$ cat src/rtl/circle_pkg.sv
// Shared types for the circle job sequencer: the job record, FSM states and
// the default queue depth.
package circle_pkg;

    localparam int CIRCLE_DEPTH_DEFAULT = 4;

    typedef struct packed {
        logic [7:0] centre_x;
        logic [6:0] centre_y;
        logic [7:0] radius;
        logic [2:0] colour;
    } circle_job_t;

    typedef enum logic [1:0] {
        IDLE    = 2'd0,
        LOAD    = 2'd1,
        RUN     = 2'd2,
        RELEASE = 2'd3
    } circle_state_t;

endpackage

$ cat src/rtl/circle_job_fifo.sv
// Circular job queue with wrapping pointers and an occupancy count; flush
// empties it in one edge and wins over a coincident push.
module circle_job_fifo
    import circle_pkg::*;
#(
    parameter int  DEPTH = CIRCLE_DEPTH_DEFAULT,
    localparam int AW    = $clog2(DEPTH)
) (
    input  logic        clk,
    input  logic        rst_n,
    input  logic        push,
    input  logic        pop,
    input  logic        flush,
    input  circle_job_t wr_job,
    output circle_job_t rd_job,
    output logic        full,
    output logic        empty,
    output logic [AW:0] count
);

    circle_job_t   mem_q [DEPTH];
    logic [AW-1:0] wr_ptr_q, wr_ptr_d;
    logic [AW-1:0] rd_ptr_q, rd_ptr_d;
    logic [AW:0]   count_q, count_d;
    logic          do_push, do_pop;

    assign full    = (count_q == (AW+1)'(DEPTH));
    assign empty   = (count_q == '0);
    assign count   = count_q;
    assign rd_job  = mem_q[rd_ptr_q];
    // A full queue refuses a push even when the same edge pops.
    assign do_push = push && !full && !flush;
    assign do_pop  = pop && !empty;

    always_comb begin
        wr_ptr_d = wr_ptr_q;
        rd_ptr_d = rd_ptr_q;
        count_d  = count_q;
        if (flush) begin
            wr_ptr_d = '0;
            rd_ptr_d = '0;
            count_d  = '0;
        end else begin
            if (do_push) wr_ptr_d = wr_ptr_q + AW'(1);
            if (do_pop)  rd_ptr_d = rd_ptr_q + AW'(1);
            case ({do_push, do_pop})
                2'b10:   count_d = count_q + (AW+1)'(1);
                2'b01:   count_d = count_q - (AW+1)'(1);
                default: count_d = count_q;
            endcase
        end
    end

    always_ff @(posedge clk) begin
        if (!rst_n) begin
            wr_ptr_q <= '0;
            rd_ptr_q <= '0;
            count_q  <= '0;
        end else begin
            wr_ptr_q <= wr_ptr_d;
            rd_ptr_q <= rd_ptr_d;
            count_q  <= count_d;
        end
    end

    always_ff @(posedge clk) begin
        if (do_push) mem_q[wr_ptr_q] <= wr_job;
    end

endmodule

$ cat src/rtl/circle_seq.sv
// Queues circle drawing jobs and hands them one at a time to the circle
// engine with a start/done level handshake; counts completed jobs.
module circle_seq
    import circle_pkg::*;
#(
    parameter int DEPTH = CIRCLE_DEPTH_DEFAULT
) (
    input  logic       clk,
    input  logic       rst_n,
    input  logic       req_valid,
    output logic       req_ready,
    input  logic [7:0] req_centre_x,
    input  logic [6:0] req_centre_y,
    input  logic [7:0] req_radius,
    input  logic [2:0] req_colour,
    input  logic       flush,
    output logic       eng_start,
    output logic [7:0] eng_centre_x,
    output logic [6:0] eng_centre_y,
    output logic [7:0] eng_radius,
    output logic [2:0] eng_colour,
    input  logic       eng_done,
    output logic       busy,
    output logic [7:0] jobs_done
);

    localparam int AW = $clog2(DEPTH);

    circle_state_t state_q, state_d;
    circle_job_t   job_q, job_d;
    circle_job_t   req_job, head_job;
    logic          eng_start_q, eng_start_d;
    logic [7:0]    jobs_done_q, jobs_done_d;
    logic          fifo_pop, fifo_full, fifo_empty;
    logic [AW:0]   fifo_count;

    assign req_job = {req_centre_x, req_centre_y, req_radius, req_colour};

    circle_job_fifo #(.DEPTH(DEPTH)) u_fifo (
        .clk    (clk),
        .rst_n  (rst_n),
        .push   (req_valid),
        .pop    (fifo_pop),
        .flush  (flush),
        .wr_job (req_job),
        .rd_job (head_job),
        .full   (fifo_full),
        .empty  (fifo_empty),
        .count  (fifo_count)
    );

    always_comb begin
        state_d     = state_q;
        job_d       = job_q;
        eng_start_d = eng_start_q;
        jobs_done_d = jobs_done_q;
        fifo_pop    = 1'b0;
        unique case (state_q)
            IDLE: begin
                eng_start_d = 1'b0;
                if (!fifo_empty) begin
                    fifo_pop = 1'b1;
                    job_d    = head_job;
                    state_d  = LOAD;
                end
            end
            LOAD: state_d = RUN;
            // Start rises one edge into RUN and is held until done is seen.
            RUN: begin
                if (eng_done) begin
                    eng_start_d = 1'b0;
                    state_d     = RELEASE;
                end else begin
                    eng_start_d = 1'b1;
                end
            end
            RELEASE: begin
                eng_start_d = 1'b0;
                if (!eng_done) begin
                    jobs_done_d = jobs_done_q + 8'd1;
                    state_d     = IDLE;
                end
            end
            default: state_d = IDLE;
        endcase
    end

    always_ff @(posedge clk) begin
        if (!rst_n) begin
            state_q     <= IDLE;
            job_q       <= '0;
            eng_start_q <= 1'b0;
            jobs_done_q <= '0;
        end else begin
            state_q     <= state_d;
            job_q       <= job_d;
            eng_start_q <= eng_start_d;
            jobs_done_q <= jobs_done_d;
        end
    end

    assign req_ready    = !fifo_full;
    assign busy         = (state_q != IDLE) || (fifo_count != '0);
    assign eng_start    = eng_start_q;
    assign eng_centre_x = job_q.centre_x;
    assign eng_centre_y = job_q.centre_y;
    assign eng_radius   = job_q.radius;
    assign eng_colour   = job_q.colour;
    assign jobs_done    = jobs_done_q;

endmodule

$ cat config.mk
export PLATFORM = sky130hd
export DESIGN_NAME = circle_seq
export DESIGN_NICKNAME = d
export VERILOG_FILES = /design/src/rtl/circle_pkg.sv /design/src/rtl/circle_job_fifo.sv /design/src/rtl/circle_seq.sv
export SDC_FILE = /design/constraint.sdc
export NUM_CORES = 1
export LEC_CHECK = 0
export CORE_ASPECT_RATIO = 0.8
export CORE_MARGIN = 4
export CORE_UTILIZATION = 45
export CTS_BUF_LIST = sky130_fd_sc_hd__clkbuf_16
export CTS_CLUSTER_SIZE = 14
export DETAILED_ROUTE_END_ITERATION = 16
export GPL_ROUTABILITY_DRIVEN = 0
export GPL_TIMING_DRIVEN = 0
export PLACE_DENSITY = 0.65
export SKIP_CTS_REPAIR_TIMING = 1
export SLEW_MARGIN = 20
export SYNTH_ARGS = -nofsm -noshare
export SYNTH_HDL_FRONTEND = slang
export SYNTH_SLANG_ARGS = --single-unit
$ cat constraint.sdc
create_clock -name clk -period 5.7 [get_ports clk]
set_clock_uncertainty 0.2 [all_clocks]
set_input_delay 1.425 -clock clk [delete_from_list [all_inputs] [get_ports clk]]
set_output_delay 1.425 -clock clk [all_outputs]
set_load 0.05 [all_outputs]
==> results.cfg <==
[global_route]
grt_pass1_wl_um = 16300
pin_count_of_the_biggest_net_entering_global_routing = 27
initial_antenna_violation_count = 0
globalRoute.totalOverflow = 0
gr-usage-all-layers_pct = 15.3
via_count_of_the_first_global_routing_pass = 3173

[critical_path]
cpPeakStageDelay_ps = 730
cp_data_arrival_time_ps = 2200
path_cells = nor3b_1 > inv_1 > clkdlybuf4s50_1
worst_setup_path_end_kind = output port
crit_slowest_cell = sky130_fd_sc_hd__clkdlybuf4s50_1
worstSetupStartpointType = register
timing.critical_path.required_ps = 4070
regToRegSetupSlack_ps = 3060
critical_path.max_fanout = 6
worst-setup-path-type = register to output port

[timing]
hold_viol = 0
layout_setup_ws_ps = 1880
fin_hold_ws_ps = 272
timing.final.max_slew_violations = 0
max-slew-margin-rel_pct = 50.6
timing_worst_slew_pin_value_ps = 741
finalSetupViolations = 0
grt_setup_unrepaired = no
maxClockFrequency_mhz = 262
final.setup.tns_ps = 0
period_needed_ps = 3820
post-route-period-util_pct = 67.0

[drt]
via_per_inst = 5.05
route.final.wire_length_um = 10200
number_of_remaining_drc_errors = 0
avgRoutedWirePerCell_um = 17.5
via_count = 2940
firstDrtPassIters = 4
ant_nets = 0
drt_iter0_markers = 202

[logic_synthesis]
syn_area_per_cell_um2 = 18.2
synth_common_cells = sky130_fd_sc_hd__edfxtp_1 (104), sky130_fd_sc_hd__dfxtp_1 (44), sky130_fd_sc_hd__a22o_1 (25)
netlist_instances = 310
synth_enable_flop_cells = 104
synth_area_leaders = sky130_fd_sc_hd__edfxtp_1 (55%), sky130_fd_sc_hd__dfxtp_1 (16%), sky130_fd_sc_hd__mux4_2 (7.2%)
post-synth-top-count-cell = sky130_fd_sc_hd__edfxtp_1
synth_nets = 353
number_of_different_library_cells_in_the_post_synthesis_netlist = 40
ys_seq_area_share_pct = 70.9
synth_top_flop_cell = sky130_fd_sc_hd__edfxtp_1
asyncSetResetFlopFracSynth_pct = 0
yosysWarningCount = 0
netlist.area_leader.share_pct = 55.3
synth_top_area_cell = sky130_fd_sc_hd__edfxtp_1
synth.cell_area_um2 = 5640
seq_cells_post_synth = 148

[floorplan]
die_area_um2 = 14400
start_util_pct = 46.2
rows = 36
fp.coreArea_um2 = 12200
die-width_um = 133
fp.dieH_um = 108
num_io_pins = 68

[clocking]
clkLatencyLatePin_ps = 410
numClockSinks = 148
clock_tree.root_cell = sky130_fd_sc_hd__clkbuf_16
clk_transition_reported_paths_ps = 60
numCtsBuffers = 17
cts.path.max_buffers = 2
tritoncts = built
htree_levels = 4

[layout]
layout.filler_cells = 930
layout-drive-gt1-share_pct = 16.8
final_area_um2 = 7150
areaGrowthSynthToFinish_pct = 26.7
fin_nets = 441
antenna_cells = 0
regArea_um2 = 4000
multi_input_logic_area_um2 = 1470
finish.utilization_pct = 58.6

[power_and_ir_drop]
leakagePower_nw = 2.42
power.ir.vdd_worst_mv = 0.178
power.density_cell_area_nw_per_um2 = 365

[run_status]
run_status = finished, final reports clean

[placement]
placement.cell_area_um2 = 6580
place_hpwl_um = 6580
io_buffers = 67
detailedPlace.worstSlack_ps = 1980

[run]
reported_max_cap_violation_count = 0

[min_path]
classification_of_the_worst_slack_hold_path = register to register
-- sequential cells by signal, indices dropped and copies added (netlist names) --
| register | cells |
|---|---|
| state_q | 2 |
| jobs_done | 8 |
| eng_centre_y | 7 |
| eng_radius | 8 |
| u_fifo.rd_ptr_q | 2 |
| eng_centre_x | 8 |
| u_fifo.count | 3 |
| eng_start | 1 |
| eng_colour | 3 |
| u_fifo.mem_q | 104 |
| u_fifo.wr_ptr_q | 2 |
-- layout make-up --
type	instances	share of cell area [%]
plain buffers	12	1.77
clock buffers	17	5.95
clock inverters	15	2.00
inverters	14	0.735
multi-input cells	136	20.5
flip-flops and latches	148	56.0
well taps	171	2.99
repair buffers	69	10.0
-- worst max-delay path, delay by kind of cell, from the launching register on --
family                 cells  cell delay (ps)
buffers and inverters      2              870
flip-flops                 1              440
AND/OR/NAND/NOR            1              480
-- metrics by stage --
| step | std cells | total power [mW] |
|---|---|---|
| after global placement | 548 | 1.57 |
| after CTS | 582 | 2.64 |
| final | 582 | 2.61 |
| after global routing | 582 | 2.71 |
| after detailed placement | 550 | 1.58 |
| after floorplan | 310 | 1.46 |
-- cell families (layout without fill, tap and decap cells) --
logic type / count (synthesis) / in the layout / share of synthesized area (%)
mux: 31 / 31 / 11.8
fa+ha+maj: 12 / 12 / 2.79
compound gates: 44 / 44 / 6.30
simple gates: 43 / 43 / 4.08
flops: 148 / 148 / 70.9
buf+inv: 26 / 127 / 3.17
xor+xnor: 6 / 6 / 0.931
-- where the power goes --
part	leakage, nW	internal, mW	switching [mW]
registers	1.30	1.19	0.0224
clock network	0.285	0.639	0.421
logic	0.833	0.143	0.195
total	2.42	1.97	0.638
-- cells in the final DEF (no fill, tap or decap), drive strengths merged, types with 3 or more instances in the layout --
cell | Yosys | routed
a21oi | 8 | 8
a22o | 26 | 26
and2 | 5 | 5
buf | 10 | 12
clkbuf | 2 | 19
clkdlybuf4s50 | 0 | 67
clkinv | 0 | 8
dfxtp | 44 | 44
edfxtp | 104 | 104
ha | 11 | 11
inv | 14 | 17
mux2i | 5 | 5
mux4 | 26 | 26
nand2 | 8 | 8
nand2b | 3 | 3
nand3 | 3 | 3
nor2 | 10 | 10
o21ai | 5 | 5
o31ai | 3 | 3
xor2 | 5 | 5
-- layer usage --
layer,part of all wire (%),global-route usage (%),vias to the layer above
li1,-,-,1407
met1,45,18.8,1463
met2,49,25.3,59
met3,4.8,5.58,11
met4,0.87,5.07,0
met5,0,0,-
-- worst paths after layout --
path / from / end / cells past startpoint
worst max-delay path: u_fifo.count[2]$_SDFFE_PP0P_ / req_ready / 3
worst min-delay path: jobs_done[7]$_SDFFE_PN0P_ / jobs_done[7]$_SDFFE_PN0P_ / 2
worst max register to register: u_fifo.count[2]$_SDFFE_PP0P_ / u_fifo.count[2]$_SDFFE_PP0P_ / 9
worst min register to register: jobs_done[7]$_SDFFE_PN0P_ / jobs_done[7]$_SDFFE_PN0P_ / 2
(Power assumes the default switching activity.)
